### config.mk
export PLATFORM = sky130hd
export DESIGN_NAME = id_stage_ctrl
export DESIGN_NICKNAME = d
export VERILOG_FILES = /design/src/rtl/id_stage_ctrl.sv
export SDC_FILE = /design/constraint.sdc
export NUM_CORES = 1
export LEC_CHECK = 0
export CAP_MARGIN = 10
export CORE_AREA = 4 4 144 146
export DETAILED_ROUTE_END_ITERATION = 8
export DIE_AREA = 0 0 148 150
export HOLD_SLACK_MARGIN = 0.08
export PLACE_DENSITY = 0.52
export SYNTH_ARGS = -nofsm -noshare
export SYNTH_HDL_FRONTEND = slang
export SYNTH_SLANG_ARGS = --single-unit
### constraint.sdc
create_clock -name clk -period 7.3 [get_ports clk]
set_clock_uncertainty 0.15 [all_clocks]
set_input_delay 0.73 -clock clk [delete_from_list [all_inputs] [get_ports clk]]
set_output_delay 0.73 -clock clk [all_outputs]
set_load 0.02 [all_outputs]
### src/rtl/id_stage_ctrl.sv
// id_stage_ctrl -- decode-stage controller between fetch and execute.
//
// Accepts fetched instructions over a valid/ready handshake, decodes the
// opcode into the immediate format and the main control bits, and holds
// up to two instructions (output register + skid register).
// if_ready is a register, so there is no combinational path from id_ready
// back to fetch.
//
// Optional build macro: ID_ILLEGAL_HALT_EN
//   defined   : unknown opcodes are passed on with id_illegal=1.
//               Consuming that entry parks the controller in HALT until a
//               flush or reset arrives.
//   undefined : id_illegal is tied to 0.
//               Unknown opcodes flow through as NOPs with no control bits set.
//
// Ports:
//   clk, rst          clock, async active-high reset
//   flush             synchronous squash of all buffered entries
//   if_valid/if_ready fetch handshake
//   if_inst, if_pc    fetched word and its PC
//   id_valid/id_ready execute handshake
//   id_inst, id_pc    buffered word and PC (NOP / 0 while empty)
//   id_imm_type       000 I, 001 S, 010 B, 011 U, 100 J
//   id_use_imm, id_reg_write, id_mem_read, id_mem_write, id_branch, id_jump
//   id_illegal        unsupported opcode (optional feature)
module id_stage_ctrl #(
    parameter int          PC_W     = 32,
    parameter logic [31:0] NOP_INST = 32'h00000013
) (
    input  logic            clk,
    input  logic            rst,
    input  logic            flush,
    input  logic            if_valid,
    output logic            if_ready,
    input  logic [31:0]     if_inst,
    input  logic [PC_W-1:0] if_pc,
    output logic            id_valid,
    input  logic            id_ready,
    output logic [31:0]     id_inst,
    output logic [PC_W-1:0] id_pc,
    output logic [2:0]      id_imm_type,
    output logic            id_use_imm,
    output logic            id_reg_write,
    output logic            id_mem_read,
    output logic            id_mem_write,
    output logic            id_branch,
    output logic            id_jump,
    output logic            id_illegal
);

    typedef struct packed {
        logic [2:0] imm_type;
        logic       use_imm;
        logic       reg_write;
        logic       mem_read;
        logic       mem_write;
        logic       branch;
        logic       jump;
`ifdef ID_ILLEGAL_HALT_EN
        logic       illegal;
`endif
    } ctl_t;

    typedef struct packed {
        logic [31:0]     inst;
        logic [PC_W-1:0] pc;
        ctl_t            ctl;
    } entry_t;

`ifdef ID_ILLEGAL_HALT_EN
    typedef enum logic [1:0] {EMPTY, ONE, TWO, HALT} state_t;
`else
    typedef enum logic [1:0] {EMPTY, ONE, TWO} state_t;
`endif

    function automatic ctl_t decode(input logic [6:0] opc);
        ctl_t c;
        c = '0;
        case (opc)
            7'b0110111,
            7'b0010111: begin c.imm_type = 3'b011; c.use_imm = 1'b1; c.reg_write = 1'b1; end
            7'b1101111: begin c.imm_type = 3'b100; c.use_imm = 1'b1; c.reg_write = 1'b1; c.jump = 1'b1; end
            7'b1100111: begin c.use_imm = 1'b1; c.reg_write = 1'b1; c.jump = 1'b1; end
            7'b1100011: begin c.imm_type = 3'b010; c.branch = 1'b1; end
            7'b0000011: begin c.use_imm = 1'b1; c.reg_write = 1'b1; c.mem_read = 1'b1; end
            7'b0100011: begin c.imm_type = 3'b001; c.use_imm = 1'b1; c.mem_write = 1'b1; end
            7'b0010011: begin c.use_imm = 1'b1; c.reg_write = 1'b1; end
            7'b0110011: c.reg_write = 1'b1;
            7'b0001111,
            7'b1110011: ;
`ifdef ID_ILLEGAL_HALT_EN
            default:    c.illegal = 1'b1;
`else
            default:    ;
`endif
        endcase
        return c;
    endfunction

    function automatic entry_t nop_entry();
        entry_t e;
        e      = '0;
        e.inst = NOP_INST;
        return e;
    endfunction

    state_t state;
    entry_t out_q, skid_q;
    entry_t in_e;

    // Decoded at acceptance; the control bits travel with the entry.
    always_comb begin
        in_e      = '0;
        in_e.inst = if_inst;
        in_e.pc   = if_pc;
        in_e.ctl  = decode(if_inst[6:0]);
    end

    logic accept, drain;
    assign accept = if_valid && if_ready;
    assign drain  = id_valid && id_ready;

    always_ff @(posedge clk or posedge rst) begin
        if (rst) begin
            state    <= EMPTY;
            id_valid <= 1'b0;
            if_ready <= 1'b1;
            out_q    <= nop_entry();
            skid_q   <= nop_entry();
        end else if (flush) begin
            state    <= EMPTY;
            id_valid <= 1'b0;
            if_ready <= 1'b1;
            out_q    <= nop_entry();
            skid_q   <= nop_entry();
        end else begin
            case (state)
                EMPTY: begin
                    if (accept) begin
                        out_q    <= in_e;
                        id_valid <= 1'b1;
                        state    <= ONE;
                    end
                end
                ONE: begin
`ifdef ID_ILLEGAL_HALT_EN
                    // Consuming an illegal entry stops the stream; any
                    // instruction arriving in the same cycle is dropped.
                    if (drain && out_q.ctl.illegal) begin
                        out_q    <= nop_entry();
                        id_valid <= 1'b0;
                        if_ready <= 1'b0;
                        state    <= HALT;
                    end else
`endif
                    if (accept && drain) begin
                        out_q <= in_e;
                    end else if (accept) begin
                        skid_q   <= in_e;
                        if_ready <= 1'b0;
                        state    <= TWO;
                    end else if (drain) begin
                        out_q    <= nop_entry();
                        id_valid <= 1'b0;
                        state    <= EMPTY;
                    end
                end
                TWO: begin
                    // if_ready is low here, so no accept can happen.
`ifdef ID_ILLEGAL_HALT_EN
                    if (drain && out_q.ctl.illegal) begin
                        out_q    <= nop_entry();
                        skid_q   <= nop_entry();
                        id_valid <= 1'b0;
                        state    <= HALT;
                    end else
`endif
                    if (drain) begin
                        out_q    <= skid_q;
                        skid_q   <= nop_entry();
                        if_ready <= 1'b1;
                        state    <= ONE;
                    end
                end
                default: ; // HALT: only flush or reset leaves
            endcase
        end
    end

    assign id_inst      = out_q.inst;
    assign id_pc        = out_q.pc;
    assign id_imm_type  = out_q.ctl.imm_type;
    assign id_use_imm   = out_q.ctl.use_imm;
    assign id_reg_write = out_q.ctl.reg_write;
    assign id_mem_read  = out_q.ctl.mem_read;
    assign id_mem_write = out_q.ctl.mem_write;
    assign id_branch    = out_q.ctl.branch;
    assign id_jump      = out_q.ctl.jump;
`ifdef ID_ILLEGAL_HALT_EN
    assign id_illegal   = out_q.ctl.illegal;
`else
    assign id_illegal   = 1'b0;
`endif

endmodule
== After elaboration in Yosys (flattened, before gate mapping) ==
Index checks and enable logic that the tools add are counted.

* Register bits after elaboration: 150
* Bits of input ports: 69
* Word-level logic and storage cells: 91

* Equality and inequality tests: 20
* Muxes and demuxes: 35
* Reduce and logical (&&, ||, !) cells: 15

{| class="wikitable"
|+ Operators with widths
! operator !! count
|-
| two-way mux 73 bit || 8
|-
| one-hot mux 73 bit (3 select lines) || 1
|-
| one-hot mux 73 bit (2 select lines) || 1
|-
| == test 7 x 6 -> 1 bit (second input constant) || 3
|-
| == test 7 bit (second input constant) || 3
|-
| inequality test 3 bit (second input constant) || 6
|-
| two-way mux 1 bit || 15
|-
| AND reduction 5 bit || 3
|-
| == test 7 x 5 -> 1 bit (second input constant) || 2
|-
| OR reduction 7 bit || 2
|-
| two-way mux 2 bit || 6
|-
| inequality test 4 bit (second input constant) || 3
|-
| one-hot mux 3 bit (4 select lines) || 1
|-
| == test 7 x 2 -> 1 bit (second input constant) || 1
|-
| one-hot mux 2 bit (3 select lines) || 1
|-
| nonzero test 3 bit || 2
|-
| one-hot mux 1 bit (2 select lines) || 2
|-
| AND reduction 4 bit || 1
|-
| nonzero test 4 bit || 1
|-
| OR reduction 2 bit || 2
|-
| logical AND 1 bit || 3
|-
| == test 2 x 1 -> 1 bit (second input constant) || 1
|-
| == test 2 bit (second input constant) || 1
|-
| logical NOT 2 bit || 1
|}

== Logic depth before layout (Yosys ltp) ==
* Depth in word-level cells: 7
* Depth in mapped cells: 9

== Least setup slack after synthesis ==
No wires, ideal clock.

* Path kind: input to register
* Start point: input flush
* End point: register out_q (netlist bit id_imm_type[0])
* Arrival: 1874 ps
* Slack: 5211 ps
* Cell stages on the path: 5
* Buffers on the path: 2
* Cells stage by stage: buf_2 -> nor3_1 -> clkbuf_1 -> a22o_1 -> a21o_1

* Longest elaborated chain between the ends: 2
* Elaborated cells between the ends (all ways): 7
* Those cells by class: eq/ne (4); mux (1); reduce/logical (2)

{| class="wikitable"
|+ Ends and longest elaborated chain
! what !! line !! source
|-
| start: declaration || 32 || <nowiki>input logic flush,</nowiki>
|-
| inequality test 4 bit (no source line) (tied with other cells) || n/a ||
|-
| AND reduction 5 bit (no source line) || n/a ||
|-
| end signal: assignment || 128 || <nowiki>out_q <= nop_entry();</nowiki>
|-
| end signal: assignment || 134 || <nowiki>out_q <= nop_entry();</nowiki>
|-
| end signal: assignment || 140 || <nowiki>out_q <= in_e;</nowiki>
|-
| end: declaration || 108 || <nowiki>entry_t out_q, skid_q;</nowiki>
|}

Parallel ways exist; a longest one is shown, timed or not.
A chain may end at the register's enable or synchronous reset.

== Worst setup path after layout ==
* Start point: register state[0]
* End point: register out_q (netlist bit id_pc[6])

* Longest elaborated chain between the ends: 3
* Elaborated cells between the ends (all ways): 11
* Those cells by class: eq/ne (6); mux (2); reduce/logical (3)

{| class="wikitable"
|+ Ends and longest elaborated chain
! what !! line !! source
|-
| start: declaration || 107 || <nowiki>state_t state;</nowiki>
|-
| start signal: assignment || 125 || <nowiki>state <= EMPTY;</nowiki>
|-
| start signal: assignment || 131 || <nowiki>state <= EMPTY;</nowiki>
|-
| start signal: assignment || 142 || <nowiki>state <= ONE;</nowiki>
|-
| == test 2 x 1 -> 1 bit (tied with other cells) || 137 || <nowiki>case (state)</nowiki>
|-
| inequality test 4 bit (no source line) (tied with other cells) || n/a ||
|-
| AND reduction 5 bit (no source line) / two-way mux 73 bit (equally long branches) || n/a ||
|-
| end signal: assignment || 134 ||
|-
| end signal: assignment || 140 ||
|-
| end signal: assignment || 157 || <nowiki>out_q <= in_e;</nowiki>
|}

Parallel ways exist; a longest one is shown, timed or not.

==> flow_metrics.env <==
export IMPL_drtIter0Drc=352
export IMPL_maxCapViolations=0
export IMPL_clk_pin_slew_worst_paths_ns=0.06
export IMPL_cts_repair_resized=0
export IMPL_layout_common_cells="143 x dfrtp_1, 143 x clkdlybuf4s50_1, 109 x o21ai_0, 70 x inv_1, 67 x nand2_1"
export IMPL_cp_start_kind="register"
export IMPL_syn_to_final_growth_pct=36.0
export IMPL_routed_wl_microns=17300
export IMPL_hpwl_microns=10800
export IMPL_finalSetupTns_ns=0
export IMPL_post_cts_buffers=0
export IMPL_peakVddDrop_v=0.000167
export IMPL_cpLargestDelayFamily="compound AO/OA/AOI/OAI gates"
export IMPL_rsz0062_at_grt="no"
export IMPL_gr_total_overflow=0
export IMPL_grt_pass1_wl_microns=27900
export IMPL_synth_area_leaders="dfrtp_1 57%, o21ai_0 8.7%, a22oi_1 7.6%"
export IMPL_io_pins=145
export IMPL_hp_class="register to register"
export IMPL_cts_hold_buf=0
export IMPL_routedWlPerCell_microns=17.0
export IMPL_cts_max_level=4
export IMPL_fin_cells=1017
export IMPL_synth_top_area_cell="dfrtp_1"
export IMPL_rows=51
export IMPL_syn_mean_instance_area_sq_um=10.3
export IMPL_place_congestion=0.783
export IMPL_initial_core_util=0.325
export IMPL_max_freq_mhz=301
export IMPL_synth_edf_count=0
export IMPL_fp_dieW_microns=148
export IMPL_track_usage=0.157
export IMPL_synth_seq_cells=150
export IMPL_cp_cell_sequence="inv_1 -> ha_1 -> or3_1 -> a31oi_4 -> buf_4 -> a22oi_1 -> o21ai_0"
export IMPL_p_leak_uw=0.00385
export IMPL_critPathCaptureType="register"
export IMPL_crit_fanout=44
export IMPL_first_pass_iters=4
export IMPL_critPathSlowestCell="a31oi_4"
export IMPL_slowest_delay_ns=0.79
export IMPL_cts_buffer_depth=2
export IMPL_yosysSeqAreaShare=0.597
export IMPL_io_buffers=143
export IMPL_clock_latency_ns=0.42
export IMPL_grt_pass1_vias=5379
export IMPL_diodes=0
export IMPL_fin_nets=811
export IMPL_setup_violations_final=0
export IMPL_worstMarginPinSlew_ns=0.987
export IMPL_ant_nets=0
export IMPL_grt_start_max_net_pins=79
export IMPL_cp_arrival_ns=3.50
export IMPL_finalHoldViolations=0
export IMPL_synth_distinct_cells=48
export IMPL_fin_crit_sh=0.455
export IMPL_viasPerCell=5.03
export IMPL_relSlewSlack=0.342
export IMPL_drv_slew=0
export IMPL_cp_num_buf_inv=2
export IMPL_drive_gt1_frac=0.0731
export IMPL_cts_root_buf="clkbuf_16"
export IMPL_die_area_sq_um=22200
export IMPL_cts_buffers=17
export IMPL_cp_required_ns=7.47
export IMPL_vias=5117
export IMPL_drcViolationCount=0
export IMPL_cts_tree="built"
export IMPL_critPathKind="register to register"
export IMPL_synth_top_area_frac=0.568
export IMPL_die_h_microns=150
export IMPL_synth_cells=611
export IMPL_antenna_found_initial=0
export IMPL_netlist_area_sq_um=6300
export IMPL_ys_warn_count=0
export IMPL_synth_async_reset_ratio=1.00
export IMPL_cts_sinks=150
export IMPL_coreArea_sq_um=19400
export IMPL_outcome="completed"
export IMPL_dpl_cell_count=985
export IMPL_synth_nets=683
export IMPL_synth_flop_cell="dfrtp_1"
export IMPL_fin_util=0.442
export IMPL_powerDensity_nw_per_um2=375
export IMPL_min_period_ns=3.32
export IMPL_whs_ns=0.325
==> where the power goes <==
group / switching [uW] / leakage, uW / internal (uW)
registers: 131 / 0.00204 / 1040
logic: 664 / 0.00152 / 452
clock network: 346 / 0.000292 / 581
total: 1140 / 0.00385 / 2070
==> synth_stat cells (4+ instances only) <==
cell type	n
a21o_1	6
a21oi_1	9
a22o_1	21
a22oi_1	64
buf_2	19
clkbuf_1	18
dfrtp_1	143
dfstp_2	7
inv_1	71
nand2_1	67
nor2_1	9
nor3_1	4
o21ai_0	109
o21ai_1	11
==> metal layers <==
layer	vias up	part of all wire	global-route usage
li1	2387	-	-
met1	2556	0.45	0.206
met2	159	0.47	0.250
met3	15	0.063	0.0475
met4	0	0.0097	0.0517
met5	-	0	0
==> final timing paths <==
kind | slack, ns | start | end | cells after the start
worst max-delay path | 3.98 | state[0] | id_pc[6] | 7
worst min-delay path | 0.32 | skid_q[45] | skid_q[45] | 2
worst max register to register | 3.98 | state[0] | id_pc[6] | 7
worst min register to register | 0.32 | skid_q[45] | skid_q[45] | 2
max in group asynchronous | 4.86 | rst | id_use_imm | 3
min in group asynchronous | 0.63 | rst | skid_q[21] | 2
==> registers in the layout, indices dropped and copies added (netlist names) <==
register / count
id_branch: 1
state: 2
id_reg_write: 1
id_imm_type: 3
id_pc: 32
if_ready: 1
skid_q: 73
id_mem_read: 1
id_jump: 1
id_inst: 32
id_use_imm: 1
id_valid: 1
id_mem_write: 1
==> worst register-to-register path: cells and delay by family, from the launching register on <==
| family | cells | cell delay (ns) |
|---|---|---|
| AND/OR/NAND/NOR | 1 | 0.55 |
| buffers and inverters | 2 | 0.69 |
| flip-flops | 1 | 0.41 |
| AO/OA/AOI/OAI | 3 | 1.06 |
| adder cells (fa/ha/maj) | 1 | 0.37 |
==> logic make-up after synthesis <==
family / after synthesis / share of synthesized area
simple gates: 99 / 0.0705
compound gates: 245 / 0.251
other cells: 1 / 0.000595
flops: 150 / 0.597
fa+ha+maj: 3 / 0.00596
buf+inv: 113 / 0.0747
==> through the flow <==
| step | area (sq um) | power (uW) | worst slack (ns) |
|---|---|---|---|
| 2_1_floorplan | 6300 | 1780 | 2.40 |
| 3_3_place_gp | 7950 | 2290 | 3.94 |
| 3_5_place_dp | 7950 | 2310 | 3.85 |
| 4_1_cts | 8570 | 3250 | 3.95 |
| 5_1_grt | 8570 | 3390 | 3.70 |
| 6_report | 8570 | 3210 | 3.98 |
==> cell type report <==
| cell class | instances | area, sq um |
|---|---|---|
| Fill cell | 1879 | 10800 |
| Sequential cell | 150 | 3760 |
| Multi-Input combinational cell | 348 | 2090 |
| Timing Repair Buffer | 151 | 1490 |
| Clock buffer | 20 | 447 |
| Tap cell | 265 | 332 |
| Inverter | 71 | 272 |
| Clock inverter | 12 | 178 |
No activity file was read; power rests on OpenSTA's default activity.
